===== src/rtl/regset_access_ctrl_if.sv =====
// rtl/regset_access_ctrl_if.sv - core and memory bus bundle for regset_access_ctrl
//
// Purpose: carries the core-side access bus and the memory-side port bus of the
// 64-entry 1W/2R register set controller.
// Modports:
//   master - core/memory environment: drives clear_req, we/wa/wd/wg, ra1/ra2 and
//            the memory read data mem_rd*/mem_rg*; observes everything else
//   slave  - the controller: receives core requests and memory read data, drives
//            ready, rd*/rg*, and the memory write/read ports
interface regset_access_ctrl_if;
  logic        clear_req;
  logic        ready;
  logic        we;
  logic [5:0]  wa;
  logic [31:0] wd;
  logic        wg;
  logic [5:0]  ra1;
  logic [5:0]  ra2;
  logic [31:0] rd1;
  logic        rg1;
  logic [31:0] rd2;
  logic        rg2;
  logic        mem_we;
  logic [5:0]  mem_wa;
  logic [31:0] mem_wd;
  logic        mem_wg;
  logic [5:0]  mem_ra1;
  logic [5:0]  mem_ra2;
  logic [31:0] mem_rd1;
  logic        mem_rg1;
  logic [31:0] mem_rd2;
  logic        mem_rg2;

  modport master (
    output clear_req, we, wa, wd, wg, ra1, ra2, mem_rd1, mem_rg1, mem_rd2, mem_rg2,
    input  ready, rd1, rg1, rd2, rg2, mem_we, mem_wa, mem_wd, mem_wg, mem_ra1, mem_ra2
  );

  modport slave (
    input  clear_req, we, wa, wd, wg, ra1, ra2, mem_rd1, mem_rg1, mem_rd2, mem_rg2,
    output ready, rd1, rg1, rd2, rg2, mem_we, mem_wa, mem_wd, mem_wg, mem_ra1, mem_ra2
  );
endinterface


===== src/rtl/regset_access_ctrl.sv =====
// rtl/regset_access_ctrl.sv - clear sequencer and write-first bypass for a 1W/2R register set
//
// Purpose: zero-fills the register set (data and grubby bit) after reset or on
// clear_req, then forwards core accesses to the memory, adding same-cycle
// write-to-read bypass and optional hard-zero reads of address 0.
// Ports:
//   clk  - clock
//   rst  - synchronous active-high reset
//   bus  - regset_access_ctrl_if.slave (core requests, read results, memory ports)
// Parameters:
//   CLEAR_ALL - 1: clear entries 0..63; 0: clear entry 0 only
//   ZERO_X0   - 1: reads of address 0 return zero data and grubby
module regset_access_ctrl #(
  parameter bit CLEAR_ALL = 1'b1,
  parameter bit ZERO_X0   = 1'b1
) (
  input  logic                 clk,
  input  logic                 rst,
  regset_access_ctrl_if.slave  bus
);

  typedef enum logic {
    ST_CLEAR = 1'b0,
    ST_RUN   = 1'b1
  } state_t;

  state_t      r_state;
  state_t      w_state_nxt;
  logic [5:0]  r_cnt;
  logic [5:0]  w_cnt_nxt;
  logic        w_ready;

  logic [5:0]  r_ra1_q;
  logic [5:0]  r_ra2_q;
  logic        r_byp_v;
  logic [5:0]  r_byp_a;
  logic [31:0] r_byp_d;
  logic        r_byp_g;

  logic [32:0] w_rsel1;
  logic [32:0] w_rsel2;

  always_ff @(posedge clk) begin
    if (rst) begin
      r_state <= ST_CLEAR;
      r_cnt   <= '0;
      r_ra1_q <= '0;
      r_ra2_q <= '0;
      r_byp_v <= 1'b0;
      r_byp_a <= '0;
      r_byp_d <= '0;
      r_byp_g <= 1'b0;
    end else begin
      r_state <= w_state_nxt;
      r_cnt   <= w_cnt_nxt;
      r_ra1_q <= bus.ra1;
      r_ra2_q <= bus.ra2;
      // Only writes that actually reached the memory may be bypassed.
      r_byp_v <= bus.we & w_ready;
      r_byp_a <= bus.wa;
      r_byp_d <= bus.wd;
      r_byp_g <= bus.wg;
    end
  end

  always_comb begin
    w_state_nxt = r_state;
    w_cnt_nxt   = r_cnt;
    w_ready     = 1'b0;
    bus.mem_we  = 1'b0;
    bus.mem_wa  = '0;
    bus.mem_wd  = '0;
    bus.mem_wg  = 1'b0;
    case (r_state)
      ST_CLEAR: begin
        // Core writes are dropped here; the memory port belongs to the clear walk.
        bus.mem_we = 1'b1;
        bus.mem_wa = r_cnt;
        if (bus.clear_req) begin
          w_cnt_nxt = '0;
        end else if (!CLEAR_ALL || (r_cnt == 6'd63)) begin
          w_state_nxt = ST_RUN;
          w_cnt_nxt   = '0;
        end else begin
          w_cnt_nxt = r_cnt + 6'd1;
        end
      end
      ST_RUN: begin
        w_ready    = 1'b1;
        bus.mem_we = bus.we;
        bus.mem_wa = bus.wa;
        bus.mem_wd = bus.wd;
        bus.mem_wg = bus.wg;
        if (bus.clear_req) begin
          w_state_nxt = ST_CLEAR;
          w_cnt_nxt   = '0;
        end
      end
      default: begin
        w_state_nxt = ST_CLEAR;
        w_cnt_nxt   = '0;
      end
    endcase
  end

  // Read result select: hard zero beats bypass beats memory. The bypass turns
  // the read-first memory into write-first for same-cycle write/read pairs.
  function automatic logic [32:0] read_sel(
    input logic [5:0]  a,
    input logic        bv,
    input logic [5:0]  ba,
    input logic [31:0] bd,
    input logic        bg,
    input logic [31:0] md,
    input logic        mg
  );
    if (ZERO_X0 && (a == 6'd0)) begin
      read_sel = '0;
    end else if (bv && (ba == a)) begin
      read_sel = {bd, bg};
    end else begin
      read_sel = {md, mg};
    end
  endfunction

  assign w_rsel1 = read_sel(r_ra1_q, r_byp_v, r_byp_a, r_byp_d, r_byp_g, bus.mem_rd1, bus.mem_rg1);
  assign w_rsel2 = read_sel(r_ra2_q, r_byp_v, r_byp_a, r_byp_d, r_byp_g, bus.mem_rd2, bus.mem_rg2);

  assign bus.rd1     = w_rsel1[32:1];
  assign bus.rg1     = w_rsel1[0];
  assign bus.rd2     = w_rsel2[32:1];
  assign bus.rg2     = w_rsel2[0];
  assign bus.ready   = w_ready;
  assign bus.mem_ra1 = bus.ra1;
  assign bus.mem_ra2 = bus.ra2;

endmodule


===== src/flat_wrapper.sv =====
// flat-port wrapper written by rule: the top's interface ports become plain ports
module regset_access_ctrl_flat 
#(
  parameter bit CLEAR_ALL = 1'b1,
  parameter bit ZERO_X0   = 1'b1
)
  (clk, rst, bus_clear_req, bus_we, bus_wa, bus_wd, bus_wg, bus_ra1, bus_ra2, bus_mem_rd1, bus_mem_rg1, bus_mem_rd2, bus_mem_rg2, bus_ready, bus_rd1, bus_rg1, bus_rd2, bus_rg2, bus_mem_we, bus_mem_wa, bus_mem_wd, bus_mem_wg, bus_mem_ra1, bus_mem_ra2);
  regset_access_ctrl_if bus_i ();
  input  logic clk;
  input  logic rst;
  input wire logic [$bits(bus_i.clear_req)-1:0] bus_clear_req;
  input wire logic [$bits(bus_i.we)-1:0] bus_we;
  input wire logic [$bits(bus_i.wa)-1:0] bus_wa;
  input wire logic [$bits(bus_i.wd)-1:0] bus_wd;
  input wire logic [$bits(bus_i.wg)-1:0] bus_wg;
  input wire logic [$bits(bus_i.ra1)-1:0] bus_ra1;
  input wire logic [$bits(bus_i.ra2)-1:0] bus_ra2;
  input wire logic [$bits(bus_i.mem_rd1)-1:0] bus_mem_rd1;
  input wire logic [$bits(bus_i.mem_rg1)-1:0] bus_mem_rg1;
  input wire logic [$bits(bus_i.mem_rd2)-1:0] bus_mem_rd2;
  input wire logic [$bits(bus_i.mem_rg2)-1:0] bus_mem_rg2;
  output wire logic [$bits(bus_i.ready)-1:0] bus_ready;
  output wire logic [$bits(bus_i.rd1)-1:0] bus_rd1;
  output wire logic [$bits(bus_i.rg1)-1:0] bus_rg1;
  output wire logic [$bits(bus_i.rd2)-1:0] bus_rd2;
  output wire logic [$bits(bus_i.rg2)-1:0] bus_rg2;
  output wire logic [$bits(bus_i.mem_we)-1:0] bus_mem_we;
  output wire logic [$bits(bus_i.mem_wa)-1:0] bus_mem_wa;
  output wire logic [$bits(bus_i.mem_wd)-1:0] bus_mem_wd;
  output wire logic [$bits(bus_i.mem_wg)-1:0] bus_mem_wg;
  output wire logic [$bits(bus_i.mem_ra1)-1:0] bus_mem_ra1;
  output wire logic [$bits(bus_i.mem_ra2)-1:0] bus_mem_ra2;
  assign bus_i.clear_req = bus_clear_req;
  assign bus_i.we = bus_we;
  assign bus_i.wa = bus_wa;
  assign bus_i.wd = bus_wd;
  assign bus_i.wg = bus_wg;
  assign bus_i.ra1 = bus_ra1;
  assign bus_i.ra2 = bus_ra2;
  assign bus_i.mem_rd1 = bus_mem_rd1;
  assign bus_i.mem_rg1 = bus_mem_rg1;
  assign bus_i.mem_rd2 = bus_mem_rd2;
  assign bus_i.mem_rg2 = bus_mem_rg2;
  assign bus_ready = bus_i.ready;
  assign bus_rd1 = bus_i.rd1;
  assign bus_rg1 = bus_i.rg1;
  assign bus_rd2 = bus_i.rd2;
  assign bus_rg2 = bus_i.rg2;
  assign bus_mem_we = bus_i.mem_we;
  assign bus_mem_wa = bus_i.mem_wa;
  assign bus_mem_wd = bus_i.mem_wd;
  assign bus_mem_wg = bus_i.mem_wg;
  assign bus_mem_ra1 = bus_i.mem_ra1;
  assign bus_mem_ra2 = bus_i.mem_ra2;
  regset_access_ctrl #(.CLEAR_ALL(CLEAR_ALL), .ZERO_X0(ZERO_X0)) u_core (.clk(clk), .rst(rst), .bus(bus_i));
endmodule

===== config.mk =====
export PLATFORM = sky130hd
export DESIGN_NAME = regset_access_ctrl_flat
export DESIGN_NICKNAME = d
export VERILOG_FILES = /design/src/rtl/regset_access_ctrl_if.sv /design/src/rtl/regset_access_ctrl.sv /design/src/flat_wrapper.sv
export SDC_FILE = /design/constraint.sdc
export NUM_CORES = 1
export LEC_CHECK = 0
export BUFFER_PORTS_ARGS = -buffer_cell sky130_fd_sc_hd__clkbuf_2
export CORE_MARGIN = 2
export CORE_UTILIZATION = 30
export DETAILED_ROUTE_END_ITERATION = 7
export PLACE_DENSITY_LB_ADDON = 0.08
export SKIP_LAST_GASP = 1
export SYNTH_ARGS = -nofsm -noshare
export SYNTH_HDL_FRONTEND = slang
export SYNTH_SLANG_ARGS = --single-unit

===== constraint.sdc =====
create_clock -name clk -period 1.8 [get_ports clk]
set_input_delay 0.36 -clock clk [delete_from_list [all_inputs] [get_ports clk]]
set_output_delay 0.36 -clock clk [all_outputs]
set_load 0.02 [all_outputs]

==> metrics.txt, run 1 <==
status finished with violations; failing checks setup timing; PD cells 712 mW/mm^2; critical path type reg2out; diode count 0; Async SR Flop Fraction 0%; Starting Density 30.8%; Min Clock Period, post-route 2170 ps; CTS Buf Count 9; first-pass GRT wire length 18700 um; Routed WL 13400 um; via count 4127; Design Area, Final 0.00602 mm^2; CTS tree built; largest vdd supply drop 0.000495 V; vias per cell 4.83; most frequent cells in the layout 201 x clkbuf_2, 69 x nand2_1, 66 x nand4_1, 53 x nor2b_1, 50 x dfxtp_1; worst hold slack 260 ps; pin count of the biggest net entering global routing 67; # Max-Cap Violations 0; Root Driver clkbuf_16; Rel. slew slack 63.3%; ys flop type dfxtp_1; fin nets 803; Placed Instance Area 0.00508 mm^2; Syn Nets 581; GRT Total Usage 18.2%; Core Area 0.0121 mm^2; Routed WL per cell 15.7 um; Pre-antenna DRT Iters 4; H-tree depth 3; Fill cells 1194; dpl cells 829; CTS max path bufs 2; antenna-violating nets left 0; final setup TNS -21980 ps; clock skew 2.16 ps; crit path capture type output pin; fin cells 854; Mapped Area 0.00371 mm^2; chip width 115 um; Period Utilization, post-route 120%; CP required 1440 ps; Avg Cell Area, Syn 8.08 um^2; actual slew at the worst max-slew pin 550 ps; HPWL Detailed 9700 um; Hold Crit Class in2reg; synth unique cells 31; initial antenna violation count 0; Worst-path clk slew 60 ps; Synth Warn # 0; GP Congestion 0.827; Die H 115 um; RSZ-0062 raised after global routing yes; layout cell share with drive strength beyond 1 54.4%; final setup margin -365 ps; Pleak 2.82 nW; number of I/O pins 240; Core Rows 40; Post-synth EDFFs 0; Slew Limit Fails 0; commonest non-fill, non-tap cell in the layout clkbuf_2; vias in the first global route 3661; final setup fails 66; number of cells produced by synthesis 459; Arr. time, crit path 1810 ps; register area 0.00120 mm^2; Yosys reg bits 59; P&R area growth vs syn 62.2%; Congestion Overflow GR 0; Hold Vio Cnt, Final 0; Seq/Total Area, Yosys 31.8%; clk sinks 59; f_max 462 MHz; die area 0.0133 mm^2; critical path startpoint category flop; initial DRC count 163; PortBufs 239; Multi-input gate area 0.00241 mm^2; DRC viols 0; Worst-Skew Late Latency 320 ps; CP max FO 20
power breakdown:
group | internal (mW) | switching (mW)
sequential | 1.37 | 0.0549
clock | 1.09 | 0.655
combinational | 0.514 | 0.595
area by class of cell:
type / count / area share, %
well taps: 168 / 3.49
multi-input cells: 343 / 40.0
repair buffers: 268 / 31.5
clock buffers: 9 / 3.74
flip-flops and latches: 59 / 19.9
clock inverters: 7 / 1.37
cells by family (layout without fill, tap and decap cells):
logic type / Yosys count / count (layout) / synth area share [%]
flops: 59 / 59 / 31.8
xor+xnor: 14 / 14 / 3.31
simple gates: 248 / 248 / 37.2
mux: 7 / 7 / 2.06
buf+inv: 57 / 284 / 9.11
fa+ha+maj: 1 / 1 / 0.337
compound gates: 73 / 73 / 16.2
critical path: stages, from the launching register on:
cell and delay [ps]:
dfxtp_2 340, xor2_2 190, nor3_4 180, buf_6 150
and2_4 180, buf_12 190, o21ai_2 80, clkbuf_2 150
worst paths after layout:
kind	cells past startpoint	startpoint	slack [ps]	to
max	7	u_core.r_ra2_q[3]	-370	bus_rd2[27]
min	2	bus_wd[27]	260	u_core.r_byp_d[27]
max reg2reg	5	u_core.r_state	430	u_core.r_cnt[5]
min reg2reg	2	u_core.r_cnt[3]	530	u_core.r_cnt[3]
registers in the layout, indices dropped and copies added, names as in the netlist:
signal          flops
u_core.r_state      1
u_core.r_ra1_q      6
u_core.r_byp_a      6
u_core.r_cnt        6
u_core.r_byp_g      1
u_core.r_ra2_q      6
u_core.r_byp_v      1
u_core.r_byp_d     32
repair_timing:
item,4_1_cts,5_1_grt
pin swaps,9,34
resized for setup,32,119
setup buffers,1,2
setup endpoints to repair,66,85
hold buffers,0,0
cloned,1,5
cells in the mapped netlist (2+ instances only):
cell type | instances | area, um^2
a21oi_1 | 2 | 10.0
and2_1 | 33 | 206
and2_4 | 2 | 17.5
and4_4 | 2 | 22.5
buf_1 | 3 | 11.3
buf_2 | 15 | 75.1
buf_4 | 12 | 90.1
buf_6 | 8 | 90.1
clkbuf_1 | 19 | 71.3
dfxtp_1 | 59 | 1180
mux2_1 | 5 | 56.3
mux2i_1 | 2 | 20.0
nand2_1 | 71 | 267
nand3_1 | 4 | 20.0
nand4_1 | 66 | 413
nor2_1 | 10 | 37.5
nor2b_1 | 53 | 332
nor3_4 | 2 | 32.5
nor4_1 | 2 | 12.5
o21ai_1 | 7 | 35.0
o21ai_2 | 60 | 526
xnor2_1 | 7 | 61.3
xor2_1 | 7 | 61.3
per-stage QoR:
stage	power, mW	utilization (%)	setup WS [ps]
finish	4.28	49.9	-365
global route	4.47	49.9	-449
CTS	4.16	45.9	-369
detailed placement	2.35	42.1	-48.0
global placement	2.34	42.1	-56.3
floorplan	1.97	-	52.4
metal layers:
layer | share of wire [%] | global-route usage, % | vias up
li1 | - | - | 2024
met1 | 44 | 23.3 | 1925
met2 | 49 | 31.4 | 162
met3 | 5.3 | 3.06 | 16
met4 | 1.3 | 5.38 | 0
met5 | 0 | 0 | -
Note: power is estimated with default switching activity, not from simulation.
==> run 2: changes to the inputs <==
--- a/config.mk
+++ b/config.mk
@@ -9,7 +9,6 @@
 export CORE_MARGIN = 2
 export CORE_UTILIZATION = 30
 export DETAILED_ROUTE_END_ITERATION = 7
-export PLACE_DENSITY_LB_ADDON = 0.08
 export SKIP_LAST_GASP = 1
 export SYNTH_ARGS = -nofsm -noshare
 export SYNTH_HDL_FRONTEND = slang
==> run 2 against run 1 <==
  * The flow still finishes with violations (setup timing)
  * Utilization fell by 3.6 points
  * Critical endpoint is now bus_rd1[1]
  * Maximum frequency barely moved
  * Sequential share of layout area rose by 1.4 points
  * Non-clock buffer count rose by 1
  * Die area did not move
  * Total power fell by 7.5%
  * Largest power group unchanged
  * Cell area fell by 7.3%
  * Wire length fell by 8.5%
  * Cell count rose by 0.12%
  * Clock power fell by 9%
  * Critical path type unchanged
  * Clock skew fell by 0.58 ps
  * Via count fell by 3.0%
==> metrics.txt, run 2 (synthesized netlist as in run 1, its figures left out) <==
die area 0.0133 mm^2 (unchanged); max reg flops 32 (unchanged); Largest Register u_core.r_byp_d (unchanged); CP required 1440 ps (about the same); status finished with violations (unchanged); largest vdd supply drop 0.000430 V (was 0.000495 V); final setup margin -367 ps (was -365 ps); first-pass GRT wire length 17900 um (was 18700 um); final setup TNS -21890 ps (was -21980 ps); CTS tree built (unchanged); reg2reg end u_core.r_cnt[5] (unchanged); H-tree depth 3 (unchanged); Core Area 0.0121 mm^2 (unchanged); Die H 115 um (unchanged); pin count of the biggest net entering global routing 41 (was 67); HPWL Detailed 9560 um (was 9700 um); failing checks setup timing (unchanged); critical path type reg2out (unchanged); GP Congestion 0.800 (was 0.827); CP max stage delay 330 ps (was 340 ps); initial antenna violation count 0 (unchanged); # Max-Cap Violations 0 (unchanged); Top delay family on crit path simple AND/OR/NAND/NOR gates (was buffers and inverters); Root Driver clkbuf_16 (unchanged); fin nets 804 (was 803); f_max 461 MHz (was 462 MHz); chip width 115 um (unchanged); CTS hold repair buffers 0 (unchanged); antenna-violating nets left 0 (unchanged); Worst Path Buf+Inv 2 (was 3); R2R cell count 4 (was 5); worst path cell trace xor2_1 > nor3_4 > and2_4 > buf_12 > o21ai_2 > clkbuf_2 (was xor2_2 > nor3_4 > buf_6 > and2_4 > buf_12 > o21ai_2 > clkbuf_2); commonest non-fill, non-tap cell in the layout clkbuf_2 (unchanged); P&R area growth vs syn 50.4% (was 62.2%); initial DRC count 243 (was 163); PD cells 711 mW/mm^2 (was 712 mW/mm^2); critical path startpoint category flop (unchanged); GRT Total Usage 17.4% (was 18.2%); PortBufs 239 (unchanged); Hold Vio Cnt, Final 0 (unchanged); Rel. slew slack 71.1% (was 63.3%); Min Clock Period, post-route 2170 ps (about the same); CTS max path bufs 2 (unchanged); final setup fails 66 (unchanged); diode count 0 (unchanged); clock skew 1.58 ps (was 2.16 ps); CP max FO 13 (was 20); Routed WL 12300 um (was 13400 um); crit path capture type output pin (unchanged); CTS Buf Count 9 (unchanged); via count 4004 (was 4127); Arr. time, crit path 1810 ps (about the same); Starting Density 30.8% (unchanged); slowest CP cell dfxtp_2 (unchanged); most frequent cells in the layout 220 x clkbuf_2, 69 x nand2_1, 66 x nand4_1, 60 x o21ai_2, 56 x dfxtp_1 (was 201 x clkbuf_2, 69 x nand2_1, 66 x nand4_1, 53 x nor2b_1, 50 x dfxtp_1); Slew Limit Fails 0 (unchanged); actual slew at the worst max-slew pin 434 ps (was 550 ps); worst slack, placed -83.9 ps (was -48.0 ps); Worst Hold Depth 2 (unchanged); DRC viols 0 (unchanged); Pleak 2.71 nW (was 2.82 nW); worst r2r src u_core.r_state (unchanged); number of I/O pins 240 (unchanged); vias in the first global route 3666 (was 3661); hold path endpoint u_core.r_byp_d[30] (was u_core.r_byp_d[27]); vias per cell 4.68 (was 4.83); flop-to-flop setup slack 470 ps (was 430 ps); hold path startpoint bus_wd[30] (was bus_wd[27]); clk sinks 59 (unchanged); Core Rows 40 (unchanged); Routed WL per cell 14.3 um (was 15.7 um); Worst-path clk slew 60 ps (about the same); Period Utilization, post-route 120% (about the same); Worst-Skew Late Latency 320 ps (about the same); Congestion Overflow GR 0 (unchanged); RSZ-0062 raised after global routing yes (unchanged); Hold Crit Class in2reg (unchanged); Pre-antenna DRT Iters 4 (unchanged); layout cell share with drive strength beyond 1 52.0% (was 54.4%)
[run 2: changes by cell type in the layout (fill, tap and decap cells not counted), moves of 5 or more]
cell / before / now
xor2_2: 6 / 1
dfxtp_2: 7 / 2
buf_6: 35 / 11
xor2_1: 1 / 6
dfxtp_1: 50 / 56
o21ai_2: 45 / 60
buf_4: 4 / 21
clkbuf_2: 201 / 220
o21ai_4: 18 / 0
[run 2: through the flow]
stage               hold slack (ps)  cell area, um^2  util, %  total power [mW]  std cells
floorplan                       432             3710        -              1.97        459
global placement                499             5110     42.4              2.33        836
detailed placement              506             5110     42.4              2.35        836
CTS                             247             5430     45.0              3.99        852
global route                    260             5580     46.2              4.17        855
finish                          258             5580     46.2              3.96        855
[run 2: worst max path at each step]
| stage | start | endpoint | slack (ps) | depth (start not counted) |
|---|---|---|---|---|
| floorplan | u_core.r_state | bus_mem_wa[2] | 50 | 3 |
| global placement | u_core.r_byp_a[3] | bus_rd2[10] | -30 | 7 |
| detailed placement | u_core.r_byp_a[3] | bus_rd2[31] | -80 | 7 |
| CTS | u_core.r_byp_a[3] | bus_rd2[0] | -370 | 7 |
| global route | u_core.r_byp_a[3] | bus_rd2[26] | -460 | 7 |
| finish | u_core.r_byp_a[3] | bus_rd1[1] | -370 | 6 |
[run 2: where the power goes]
| part | switching (mW) | total, mW | internal [mW] |
|---|---|---|---|
| Sequential | 0.0484 | 1.42 | 1.37 |
| Combinational | 0.543 | 0.945 | 0.402 |
| Clock | 0.651 | 1.60 | 0.949 |
| Total | 1.24 | 3.96 | 2.72 |
[run 2: worst register-to-register path: stages (launching register included)]
cell     delay [ps]
dfxtp_4         390
nor2b_1         280
nand3_1         130
or3_1           330
a21oi_1         140
[run 2: area by class of cell]
| cell class | instances | area [um^2] |
|---|---|---|
| well taps | 168 | 210 |
| clock inverters | 7 | 56.3 |
| clock buffers | 9 | 225 |
| multi-input cells | 343 | 2200 |
| flip-flops and latches | 59 | 1190 |
| fillers | 1199 | 6480 |
| repair buffers | 269 | 1700 |
[run 2: repair_timing]
action                                  4_1_cts  5_1_grt
pin swaps                                     1        1
endpoints found under the setup margin      105       68
gates cloned                                  0        2
buffers inserted                              0        1
resized for setup                            11       46
[run 2: layer usage]
| metal | wire (um) | global-route usage [%] | share of wire (%) |
|---|---|---|---|
| met2 | 5820 | 28.9 | 48 |
| met3 | 748 | 3.43 | 6.1 |
| met4 | 200 | 5.78 | 1.6 |
| met5 | 0 | 0 | 0 |
| met1 | 5480 | 22.6 | 45 |
